--- src/rtl/mm_trace_pkg.sv ---
// mm_trace_pkg: widths and field offsets of a trace entry; ENTRY_W grows to 64 bits when MM_TRACE_STAMP_EN is defined.
package mm_trace_pkg;
    localparam int INSTR_W   = 16;
    localparam int RESULT_W  = 32;
    localparam int STAMP_W   = 16;
`ifdef MM_TRACE_STAMP_EN
    localparam int ENTRY_W   = RESULT_W + INSTR_W + STAMP_W;
`else
    localparam int ENTRY_W   = RESULT_W + INSTR_W;
`endif
    localparam int RESULT_LSB = 0;
    localparam int INSTR_LSB  = RESULT_LSB + RESULT_W;
    localparam int STAMP_LSB  = INSTR_LSB + INSTR_W;
endpackage

--- src/rtl/mm_trace_mem.sv ---
// mm_trace_mem: DEPTH x W storage with one synchronous write port and one asynchronous read port.
module mm_trace_mem #(
    parameter int DEPTH  = 16,
    parameter int ADDR_W = 4,
    parameter int W      = 48
) (
    input  logic              clk,
    input  logic              i_we,
    input  logic [ADDR_W-1:0] i_waddr,
    input  logic [W-1:0]      i_wdata,
    input  logic [ADDR_W-1:0] i_raddr,
    output logic [W-1:0]      o_rdata
);
    logic [W-1:0] r_mem [DEPTH];

    always_ff @(posedge clk)
        if (i_we) r_mem[i_waddr] <= i_wdata;

    assign o_rdata = r_mem[i_raddr];
endmodule

--- src/rtl/mm_trace_buffer.sv ---
// mm_trace_buffer: circular capture FIFO for MiniMIPS instruction/result pairs with show-ahead read and saturating overflow count.
// Define MM_TRACE_STAMP_EN to store a 16-bit cycle stamp with each entry and expose it on rd_stamp.
module mm_trace_buffer
    import mm_trace_pkg::*;
#(
    parameter int DEPTH  = 16,
    parameter int ADDR_W = 4,
    parameter int OVF_W  = 16
) (
    input  logic                clk,
    input  logic                reset,
    input  logic                cap_en,
    input  logic [INSTR_W-1:0]  instruction,
    input  logic [RESULT_W-1:0] result,
    input  logic                rd_ready,
    output logic                rd_valid,
    output logic [INSTR_W-1:0]  rd_instruction,
    output logic [RESULT_W-1:0] rd_result,
`ifdef MM_TRACE_STAMP_EN
    output logic [STAMP_W-1:0]  rd_stamp,
`endif
    output logic [ADDR_W:0]     count,
    output logic                full,
    output logic                empty,
    output logic [OVF_W-1:0]    overflow_cnt
);
    logic [ADDR_W-1:0] r_wr_ptr, r_rd_ptr;
    logic [ADDR_W:0]   r_count;
    logic [OVF_W-1:0]  r_ovf;
    logic              w_push, w_pop, w_drop;
    logic [ENTRY_W-1:0] w_wdata, w_rdata;

    assign empty    = r_count == '0;
    assign full     = r_count == (ADDR_W+1)'(DEPTH);
    assign rd_valid = ~empty;
    assign w_pop    = rd_valid & rd_ready;
    assign w_push   = cap_en & (~full | w_pop);
    assign w_drop   = cap_en & full & ~w_pop;

`ifdef MM_TRACE_STAMP_EN
    logic [STAMP_W-1:0] r_stamp;

    always_ff @(posedge clk or posedge reset)
        if (reset) r_stamp <= '0;
        else       r_stamp <= r_stamp + STAMP_W'(1);

    assign w_wdata  = {r_stamp, instruction, result};
    assign rd_stamp = empty ? '0 : w_rdata[STAMP_LSB +: STAMP_W];
`else
    assign w_wdata  = {instruction, result};
`endif

    always_ff @(posedge clk or posedge reset)
        if (reset) begin
            r_wr_ptr <= '0;
            r_rd_ptr <= '0;
            r_count  <= '0;
            r_ovf    <= '0;
        end else begin
            if (w_push) r_wr_ptr <= r_wr_ptr + ADDR_W'(1);
            if (w_pop)  r_rd_ptr <= r_rd_ptr + ADDR_W'(1);
            if (w_push & ~w_pop)      r_count <= r_count + (ADDR_W+1)'(1);
            else if (w_pop & ~w_push) r_count <= r_count - (ADDR_W+1)'(1);
            // Saturate so a long-stalled reader never sees the counter wrap back to small values
            if (w_drop & ~&r_ovf) r_ovf <= r_ovf + OVF_W'(1);
        end

    mm_trace_mem #(.DEPTH(DEPTH), .ADDR_W(ADDR_W), .W(ENTRY_W)) u_mem (
        .clk    (clk),
        .i_we   (w_push),
        .i_waddr(r_wr_ptr),
        .i_wdata(w_wdata),
        .i_raddr(r_rd_ptr),
        .o_rdata(w_rdata)
    );

    assign rd_instruction = empty ? '0 : w_rdata[INSTR_LSB +: INSTR_W];
    assign rd_result      = empty ? '0 : w_rdata[RESULT_LSB +: RESULT_W];
    assign count          = r_count;
    assign overflow_cnt   = r_ovf;
endmodule
--- config.mk ---
export PLATFORM = sky130hd
export DESIGN_NAME = mm_trace_buffer
export DESIGN_NICKNAME = d
export VERILOG_FILES = /design/src/rtl/mm_trace_pkg.sv /design/src/rtl/mm_trace_mem.sv /design/src/rtl/mm_trace_buffer.sv
export SDC_FILE = /design/constraint.sdc
export NUM_CORES = 1
export LEC_CHECK = 0
export ABC_AREA = 1
export BUFFER_PORTS_ARGS = -buffer_cell sky130_fd_sc_hd__buf_4
export CORE_UTILIZATION = 55
export DETAILED_ROUTE_END_ITERATION = 6
export PLACE_DENSITY = 0.73
export SLEW_MARGIN = 20
export SYNTH_ARGS = -nofsm -noshare
export SYNTH_HDL_FRONTEND = slang
export SYNTH_SLANG_ARGS = --single-unit
--- constraint.sdc ---
create_clock -name clk -period 4.4 [get_ports clk]
set_input_delay 0.88 -clock clk [delete_from_list [all_inputs] [get_ports clk]]
set_output_delay 0.88 -clock clk [all_outputs]
set_load 0.05 [all_outputs]
### Word level (Yosys, flattened, before mapping)

Memories as Yosys holds them, arrays and structs flattened.
Index checks and enable logic that the tools add are counted.

| operators by class | value |
|---|---|
| multipliers | 0 |
| mux-type cells | 6 |
| add/subtract/negate cells | 5 |
| bitwise gates (word level) | 12 |
| shift-type cells | 0 |
| $lt $le $gt $ge | 0 |
| eq/ne operators | 1 |
| reductions and logical operators | 4 |
| div/mod/pow operators | 0 |

Operator list:

| cell | number |
|---|---|
| 32-bit two-way mux | 1 |
| 16-bit by 1-bit adder with 16-bit output, second input constant | 1 |
| 16-bit two-way mux | 1 |
| 16-bit AND reduction | 1 |
| 5-bit two-way mux | 2 |
| 4-bit by 1-bit adder with 4-bit output, second input constant | 2 |
| 1-bit bitwise AND | 7 |
| 5-bit by 1-bit adder with 5-bit output, second input constant | 1 |
| 5-bit equality test, second input constant | 1 |
| 5-bit zero test | 1 |
| 5-bit by 1-bit subtractor with 5-bit output, second input constant | 1 |
| 1-bit inverter | 4 |
| 1-bit two-way mux | 2 |
| 2-bit nonzero test | 1 |
| 1-bit zero test | 1 |
| 1-bit bitwise OR | 1 |

| word-level totals | value |
|---|---|
| word-level logic and storage cells | 33 |
| bits in read-only memories | 0 |
| flip-flop bits (word level) | 29 |
| latch bits | 0 |
| output and inout port bits | 72 |
| bits of input ports | 52 |
| memories kept | 1 |
| RAM bits | 768 |

Memory list:

| memory | depth | width | rd ports | clocked after memory_dff | write ports | line | source |
|---|---|---|---|---|---|---|---|
| u_mem.r_mem | 16 | 48 | 1 | 0 | 1 | mm_trace_mem.sv:14 | `logic [W-1:0] r_mem [DEPTH];` |

### Logic depth before layout (Yosys ltp)

Gate-level depths: netlist (run 1).

| depth | value |
|---|---|
| depth in word-level cells | 9 |
| mapped depth | 13 |
| gate-level depth less buffers | 13 |

### Hierarchy

A second synthesis (run 1) with hierarchy kept.

| second synthesis, totals | value |
|---|---|
| cell total of the unflattened synthesis | 3447 |
| area, all modules | 35136.2 um^2 |

By module, submodules not included:

| module | seq. area each (um^2) | cells an instance | area an instance (um^2) | times used |
|---|---|---|---|---|
| mm_trace_mem | 23062.1 | 3117 | 33027.9 | 1 |
| mm_trace_buffer | 725.7 | 330 | 2108.3 | 1 |

### Worst setup path after synthesis (run 1)

OpenSTA, ideal clock, no wires.

| timing path | value |
|---|---|
| path type | input to register |
| start point | input cap_en |
| end point | memory u_mem.r_mem[11][0], enable pin |
| setup time | 0.513 ns |
| data arrival time | 4.409 ns |
| stages | 3 |
| path buffers | 0 |
| data required time | 3.887 ns |
| setup slack | -0.522 ns |
| cell sequence | inv_1 > o21bai_4 > nor3_1 |

| between the ends | value |
|---|---|
| longest elaborated chain between the ends | 3 |

Ends and longest elaborated chain:

| element | line | source |
|---|---|---|
| start: declaration | mm_trace_buffer.sv:12 | `input logic cap_en,` |
| 1-bit bitwise AND | mm_trace_buffer.sv:37 | `assign w_push = cap_en & (~full \| w_pop);` |
| 1-bit two-way mux | mm_trace_mem.sv:17 | `if (i_we) r_mem[i_waddr] <= i_wdata;` |
| 1-bit two-way mux (implied by the code) | mm_trace_mem.sv:17 |  |
| end: declaration | mm_trace_mem.sv:14 |  |

Every way passes these cells.

### Worst setup path after layout (run 1)

| timing path | value |
|---|---|
| start point | register r_rd_ptr[0] |
| end point | output rd_instruction[8] |

| between the ends | value |
|---|---|
| longest elaborated chain between the ends | 2 |

Ends and longest elaborated chain:

| element | line | source |
|---|---|---|
| start: declaration | mm_trace_buffer.sv:27 | `logic [ADDR_W-1:0] r_wr_ptr, r_rd_ptr;` |
| start signal: assignment | mm_trace_buffer.sv:61 | `if (w_pop) r_rd_ptr <= r_rd_ptr + ADDR_W'(1);` |
| memory 16 x 48 bit | - |  |
| 16-bit two-way mux | mm_trace_buffer.sv:77 | `assign rd_instruction = empty ? '0 : w_rdata[INSTR_LSB +: INSTR_W];` |
| end: declaration | mm_trace_buffer.sv:17 | `output logic [INSTR_W-1:0] rd_instruction,` |

Every way passes these cells.

==> results of run 1 <==
## cells by family after synthesis
logic type | synth area share
adders and majority gates | 0.004599
buffers and inverters | 0.07111
AOI/OAI and AO/OA | 0.009053
DFF | 0.6940
xor gates and xnor gates | 0.005110
and+or+nand+nor | 0.2162
## final cells by class
| class | instances | area share |
|---|---|---|
| Multi-Input combinational cell | 1866 | 0.2102 |
| Timing Repair Buffer | 178 | 0.04082 |
| Sequential cell | 797 | 0.6124 |
| Clock buffer | 110 | 0.05759 |
| Clock inverter | 39 | 0.01091 |
| Inverter | 419 | 0.04111 |
| Tap cell | 837 | 0.02695 |
| Antenna cell | 1 | 0.00006439 |
## power breakdown
group	internal, µW	switching [µW]
clock network	4000	2860
registers	9090	356
logic	2860	7580
## registers in the layout (all words and copies together) (netlist names)
name	flops
u_mem.r_mem	768
r_wr_ptr	4
overflow_cnt	16
count	5
r_rd_ptr	4
## tightest hold or removal path, cell delays in order
cell and delay, ns:
buf_4 0.10, inv_1 0.04, buf_4 0.38
## layer usage
layer	global-route usage	vias up
li1	-	10802
met1	0.3420	11052
met2	0.4439	1078
met3	0.03962	173
met4	0.09564	2
met5	0	-
## worst max-delay path by stage
stage,from,end,slack (ns),cells past startpoint
after CTS,r_rd_ptr[0],rd_instruction[8],0.29,9
after detailed placement,r_rd_ptr[0],rd_instruction[8],0.97,9
after floorplan,cap_en,u_mem.r_mem[11][0],-0.52,3
after global routing,r_rd_ptr[0],rd_instruction[11],0.12,9
final,r_rd_ptr[0],rd_instruction[8],0.33,9
after global placement,r_rd_ptr[0],rd_instruction[8],0.94,9
## synthesized netlist by cell type, types with 5 or more instances
library cell,number
edfxtp_1,768
nand2_1,1226
buf_4,5
xor2_1,13
a21oi_1,49
nand2_2,14
clkbuf_1,36
ha_1,11
buf_2,93
dfrtp_1,29
nand3_1,493
nor2_1,24
buf_6,11
xnor2_1,7
buf_1,20
o21ai_0,8
inv_1,414
## stage by stage
step	utilization	cell area, µm²	total power [µW]
after floorplan	-	34280	16790
after global placement	0.5877	36200	19720
after detailed placement	0.5877	36200	19940
after CTS	0.6309	38860	26790
after global routing	0.6309	38860	27970
final	0.6309	38860	26740
==> results.json, run 1 <==
{
  "syn_inst": 3248,
  "regToRegSetupSlack_ns": 1.46,
  "total_leakage_power_uw": 0.01622,
  "worstMarginPinSlew_ns": 0.9831,
  "wl_met2_um": 41270,
  "synth_warnings": 0,
  "syn2layout_area_growth_pct": 13.38,
  "arrival_ns": 3.19,
  "reg2reg_to": "count[4]",
  "dp_hpwl_um": 43130,
  "path_class": "register to output pin",
  "clock-sinks": 797,
  "synth_edf_count": 768,
  "synthTopCellsByArea": "edfxtp_1 (67%), nand2_1 (13%), nand3_1 (7.2%)",
  "critPathTopFamily": "buffers and inverters",
  "cts_buffers": 82,
  "synth_area_um2": 34280,
  "powerDensity_nw_per_um2": 687.9,
  "cts_tree": "done",
  "path_cells": "buf_4, buf_4, nand2_1, nand2_1, nand2_1, nand3_1, nand3_1, a21oi_1, buf_4",
  "drc": 0,
  "ff2ff_path_depth": 13,
  "cp_slowest_cell": "buf_4",
  "whs_ns": 0.3488,
  "finalHoldViolations": 0,
  "htree_num_levels": 3,
  "grt.overflow.total": 0,
  "synthArstFlopShare": 0.03639,
  "setup_viol": 0,
  "syn_area_per_cell_um2": 10.55,
  "fillCellCount": 4588,
  "min_period_over_period": 0.9252,
  "ys_types": 36,
  "drtIter0Drc": 2479,
  "cts_root_buffer": "clkbuf_16",
  "cts_resized": 0,
  "die_area_um2": 63330,
  "critPathBufInv": 3,
  "path_max_fanout": 66,
  "postCtsSetupBuffers": 0,
  "top_layer_used": "met5",
  "seq_area_um2": 23800,
  "grt_pass1_wl_um": 126000,
  "clock_latency_ns": 0.64,
  "wl_per_cell_um": 19.45,
  "drv_cap": 0,
  "ctsHoldBuffers": 0,
  "dp.cells": 4097,
  "critPathLaunchType": "register",
  "via_per_inst": 5.441,
  "max_stage_delay_ns": 0.66,
  "multi_input_area_um2": 8168,
  "die_h_um": 251.6,
  "gr-usage-all-layers": 0.2613,
  "ys_ff_latch": 797,
  "wl_met1_um": 32220,
  "clk_path_buf_depth": 3,
  "vias": 23107,
  "timing.final.ws_setup_ns": 0.3290,
  "fp.coreArea_um2": 61600,
  "end_kind": "output pin",
  "r2r-start": "count[2]",
  "rows": 91,
  "syn-num-nets": 3312,
  "fin_skew_ns": 0.01888,
  "rsz0062_at_grt": "false",
  "wl_um": 82630,
  "postRouteAntennaNets": 0,
  "firstDrtPassIters": 6,
  "antenna_found_initial": 2,
  "min_period_ns": 4.071,
  "mostFrequentLayoutCell": "nand2_1",
  "final_nets": 3408,
  "worstPathRequired_ns": 3.52,
  "max_slew_margin": 0.3446,
  "tns_ns": 0,
  "yosysSeqAreaShare": 0.6940,
  "hold_path.class": "input port to async pin",
  "fin_cells": 4247,
  "netlist.area_leader.share": 0.6728,
  "layout_common_cells": "nand2_1 (1226), edfxtp_1 (768), nand3_1 (493), inv_1 (411), buf_4 (158)",
  "final-max-slew-violation-count": 0,
  "start_util": 0.5565,
  "grt_max_degree": 155,
  "ir_worst_vdd_uv": 824.2,
  "fp.dieW_um": 251.6,
  "post-place-ws_ns": 0.9685,
  "port_buffers": 123,
  "max_freq_mhz": 245.6,
  "yosysTopAreaCell": "edfxtp_1",
  "gp_congestion": 0.7997,
  "clk_pin_slew_ns": 0.06,
  "outcome": "finished, final reports clean",
  "dr_wl_met3_um": 6844,
  "layout-drive-gt1-share": 0.1024,
  "synth-main-ff-cell": "edfxtp_1",
  "io-pin-count": 124,
  "grt_pass1_vias": 22311
}
No activity file was read; power rests on OpenSTA's default activity.
==> run 2: changes to the inputs <==
--- a/config.mk
+++ b/config.mk
@@ -9,7 +9,7 @@
 export BUFFER_PORTS_ARGS = -buffer_cell sky130_fd_sc_hd__buf_4
 export CORE_UTILIZATION = 55
 export DETAILED_ROUTE_END_ITERATION = 6
-export PLACE_DENSITY = 0.73
+export PLACE_DENSITY = 0.7
 export SLEW_MARGIN = 20
 export SYNTH_ARGS = -nofsm -noshare
 export SYNTH_HDL_FRONTEND = slang
==> constraint.sdc (replaced) <==
create_clock -name clk -period 3.9 [get_ports clk]
set_input_delay 0.78 -clock clk [delete_from_list [all_inputs] [get_ports clk]]
set_output_delay 0.78 -clock clk [all_outputs]
set_load 0.05 [all_outputs]
==> results.json, run 2 (synthesis gave the netlist of run 1 again) <==
{
  "final-max-slew-violation-count": 0,
  "clk_path_buf_depth": 3,
  "antenna_found_initial": 2,
  "fp.coreArea_um2": 61600,
  "rsz0062_at_grt": "false",
  "final_nets": 3408,
  "grt.overflow.total": 0,
  "max_slew_margin": 0.3326,
  "mostFrequentLayoutCell": "nand2_1",
  "min_period_over_period": 0.9747,
  "clk_pin_slew_ns": 0.06,
  "fin_skew_ns": 0.02664,
  "postRouteAntennaNets": 0,
  "start_util": 0.5565,
  "powerDensity_nw_per_um2": 781.0,
  "total_leakage_power_uw": 0.01631,
  "arrival_ns": 3.02,
  "dpl_cell_area_um2": 36260,
  "postCtsSetupBuffers": 0,
  "largest_reg_flops": 768,
  "drc": 0,
  "io-pin-count": 124,
  "clock_latency_ns": 0.63,
  "post-route-util": 0.6341,
  "port_buffers": 123,
  "grt_max_degree": 123,
  "cts_buffers": 82,
  "gr-usage-all-layers": 0.2536,
  "setup_viol": 0,
  "min_period_ns": 3.801,
  "layout-drive-gt1-share": 0.1047,
  "clock-sinks": 797,
  "fp.dieW_um": 251.6,
  "cts_root_buffer": "clkbuf_16",
  "worstMarginPinSlew_ns": 1.001,
  "gp_congestion": 0.8098,
  "regMostFlops": "u_mem.r_mem",
  "stdcell_area_um2": 39060,
  "outcome": "finished, final reports clean",
  "tns_ns": 0,
  "end_kind": "output pin",
  "htree_num_levels": 3,
  "ff2ff_path_depth": 13,
  "via_per_inst": 5.385,
  "wl_um": 79820,
  "vias": 22880,
  "drtIter0Drc": 2149,
  "hold_path.class": "input port to async pin",
  "path_max_fanout": 72,
  "finalHoldViolations": 0,
  "drv_cap": 0,
  "die_h_um": 251.6,
  "dp_hpwl_um": 41180,
  "max_freq_mhz": 263.1,
  "die_area_um2": 63330,
  "syn2layout_area_growth_pct": 13.95,
  "grt_pass1_vias": 22262,
  "layout_common_cells": "nand2_1 (1226), edfxtp_1 (768), nand3_1 (493), inv_1 (411), buf_4 (152)",
  "path_class": "register to output pin",
  "power.total_uw": 30510,
  "grt_pass1_wl_um": 123300,
  "ir_worst_vdd_uv": 632.0,
  "wl_per_cell_um": 18.79,
  "cts_tree": "done",
  "rows": 91,
  "dp.cells": 4097,
  "worstPathRequired_ns": 3.12,
  "firstDrtPassIters": 5,
  "fin_cells": 4249,
  "critPathLaunchType": "register"
}
[run 2: changes by cell type in the layout (fill, tap and decap cells not counted)]
cell        change
inv_16          +2
clkbuf_8        -3
clkinv_4        +1
clkinv_16       -1
clkbuf_16       +1
clkinvlp_4      -2
clkinv_1        +1
clkbuf_1        -7
clkinv_2        +6
buf_6           +1
buf_12          +5
bufinv_16       +5
clkinv_8        -1
buf_4           -6
[run 2: what timing repair did]
item                                    in CTS  in global routing
gates resized for setup                      0                  2
hold buffers                                 0                  0
endpoints found under the setup margin       0                  9
[run 2: final timing paths]
| path | start | to | slack [ns] |
|---|---|---|---|
| max in group asynchronous | reset | r_rd_ptr[2] | 3.33 |
| hold / removal | reset | r_wr_ptr[2] | 0.24 |
| setup reg to reg | count[2] | count[4] | 1.27 |
| hold reg to reg | r_wr_ptr[2] | r_wr_ptr[2] | 0.56 |
| setup / recovery | r_rd_ptr[1] | rd_instruction[9] | 0.1 |
| min in group clk | instruction[2] | u_mem.r_mem[7][34] | 0.45 |
[run 2: cell type report]
cell class,instances,area (µm²)
Sequential cell,797,23800
Fill cell,4624,22540
Multi-Input combinational cell,1866,8168
Clock buffer,101,2196
Timing Repair Buffer,178,1653
Inverter,419,1602
Tap cell,837,1047
Clock inverter,50,591.8
Antenna cell,1,2.502
[run 2: critical path, stage by stage (launching register included)]
cell and delay, ns:
dfrtp_4 0.46, buf_4 0.74, nand3_1 0.15, nand3_1 0.14, nand3_1 0.10, a21oi_1 0.47, buf_4 0.29
[run 2: report_power, final]
part           internal [µW]  switching (µW)  total [µW]
registers              10300             300       10600
logic                   3270            8580       11900
clock network           4820            3280        8100
[run 2: layer usage]
| metal | track usage | up-vias | routed length [µm] |
|---|---|---|---|
| li1 | - | 10808 | - |
| met5 | 0 | - | 13 |
| met2 | 0.4175 | 921 | 38940 |
| met4 | 0.08868 | 2 | 2055 |
| met1 | 0.3463 | 11015 | 32870 |
| met3 | 0.03745 | 134 | 5944 |
[run 2: through the flow]
step / worst slack, ns / hold slack, ns
after floorplan: -0.9257 / 0.5014
after global placement: 0.7656 / 0.5154
after detailed placement: 0.7670 / 0.5429
after CTS: 0.09274 / 0.2434
after global routing: 0.03268 / 0.2934
final: 0.09852 / 0.2376
==> run 3: changes to the inputs <==
==> constraint.sdc (replaced) <==
create_clock -name clk -period 3.9 [get_ports clk]
set_input_delay 0.78 -clock clk [delete_from_list [all_inputs] [get_ports clk]]
set_output_delay 0.78 -clock clk [all_outputs]
set_load 0.1 [all_outputs]
==> results.json, run 3 (synthesis gave the netlist of run 1 again) <==
{
  "regMostFlops": "u_mem.r_mem",
  "cts_buffers": 82,
  "gr-usage-all-layers": 0.2689,
  "max_slew_margin": 0.2329,
  "cts_tree": "done",
  "min_period_ns": 3.773,
  "end_kind": "output pin",
  "finalHoldViolations": 0,
  "clock-sinks": 797,
  "layout-drive-gt1-share": 0.1130,
  "r2r-start": "count[2]",
  "final_nets": 3399,
  "max_freq_mhz": 265.1,
  "seq_area_um2": 23800,
  "min_period_over_period": 0.9673,
  "path_max_fanout": 194,
  "grt_max_degree": 220,
  "layout_common_cells": "nand2_1 (1226), edfxtp_1 (768), nand3_1 (493), inv_1 (410), buf_4 (139)",
  "wl_um": 85690,
  "fp.coreArea_um2": 61600,
  "clk_pin_slew_ns": 0.05,
  "vias": 23284,
  "path_class": "register to output pin",
  "clk_path_buf_depth": 3,
  "grt_pass1_wl_um": 129000,
  "drv_cap": 0,
  "drtIter0Drc": 2675,
  "setup_viol": 0,
  "fin_cells": 4236,
  "start_util": 0.5565,
  "grt_pass1_vias": 22315,
  "multi_input_area_um2": 8416,
  "wl_per_cell_um": 20.23,
  "htree_num_levels": 3,
  "worstSetupStartpoint": "r_rd_ptr[1]",
  "worstMarginPinSlew_ns": 1.151,
  "worstPathRequired_ns": 3.12,
  "clock_latency_ns": 0.62,
  "mostFrequentLayoutCell": "nand2_1",
  "die_area_um2": 63330,
  "antenna_found_initial": 2,
  "arrival_ns": 2.99,
  "power.total_uw": 33080,
  "antenna_cells": 0,
  "fin_skew_ns": 0.01438,
  "drc": 0,
  "fp.dieW_um": 251.6,
  "hold_path.class": "input port to async pin",
  "fillCellCount": 4594,
  "dp_hpwl_um": 40060,
  "largest_reg_flops": 768,
  "rows": 91,
  "ir_worst_vdd_uv": 899.2,
  "dp.cells": 4087,
  "total_leakage_power_uw": 0.01622,
  "port_buffers": 123,
  "via_per_inst": 5.497,
  "die_h_um": 251.6,
  "postRouteAntennaNets": 0,
  "final-max-slew-violation-count": 0,
  "cts_root_buffer": "clkbuf_16",
  "firstDrtPassIters": 6,
  "critPathLaunchType": "register",
  "syn2layout_area_growth_pct": 14.15,
  "rsz0062_at_grt": "false",
  "io-pin-count": 124,
  "outcome": "finished, final reports clean",
  "gp_congestion": 0.7874,
  "whs_ns": 0.2944,
  "grt.overflow.total": 0,
  "powerDensity_nw_per_um2": 845.5
}
-- run 3: power by group --
part,switching [µW],leakage [µW],internal (µW)
logic,11300,0.00765,3510
clock network,3180,0.00127,4490
registers,325,0.00730,10300
-- run 3: metrics by stage --
step | setup TNS, ns | setup slack [ns] | util | instance area [µm²]
after floorplan | -115.85 | -1.207 | - | 34570
after global routing | 0 | 0.04823 | 0.6352 | 39130
final | 0 | 0.1274 | 0.6352 | 39130
after detailed placement | 0 | 0.7646 | 0.5924 | 36490
after CTS | 0 | 0.08981 | 0.6347 | 39100
after global placement | 0 | 0.8085 | 0.5924 | 36490
-- run 3: layout make-up --
cell class | count | share of cell area
tap | 837 | 0.02677
clock buffer | 110 | 0.05727
timing repair buffer | 169 | 0.04234
sequential | 797 | 0.6084
clock inverter | 38 | 0.009273
multi-input combinational | 1866 | 0.2151
inverter | 419 | 0.04090
-- run 3: final timing paths --
| check | endpoint | slack [ns] | cells after the start |
|---|---|---|---|
| max | rd_result[26] | 0.13 | 6 |
| min reg2reg | overflow_cnt[1] | 0.55 | 2 |
| min in group clk | u_mem.r_mem[6][44] | 0.46 | 1 |
| max reg2reg | count[4] | 1.23 | 13 |
| min | overflow_cnt[2] | 0.29 | 2 |
| max in group asynchronous | overflow_cnt[1] | 2.99 | 3 |
-- run 3: metal layers --
metal / routed length (µm) / GRT usage
met4: 2039 / 0.09164
met3: 7220 / 0.03786
met1: 34410 / 0.3680
met2: 41990 / 0.4444
met5: 25 / 0
-- run 3: worst max-delay path, stage by stage (launching register included) --
cell and delay [ns]:
dfrtp_4 0.45, buf_12 0.72, nand3_1 0.17, nand3_1 0.13, nand3_1 0.13, a21oi_4 0.24, buf_4 0.32
-- run 3: repair_timing --
action | in CTS | in global routing
endpoints found under the setup margin | 0 | 3
setup buffers | 0 | 0
hold buffers | 0 | 0
resized for setup | 0 | 1
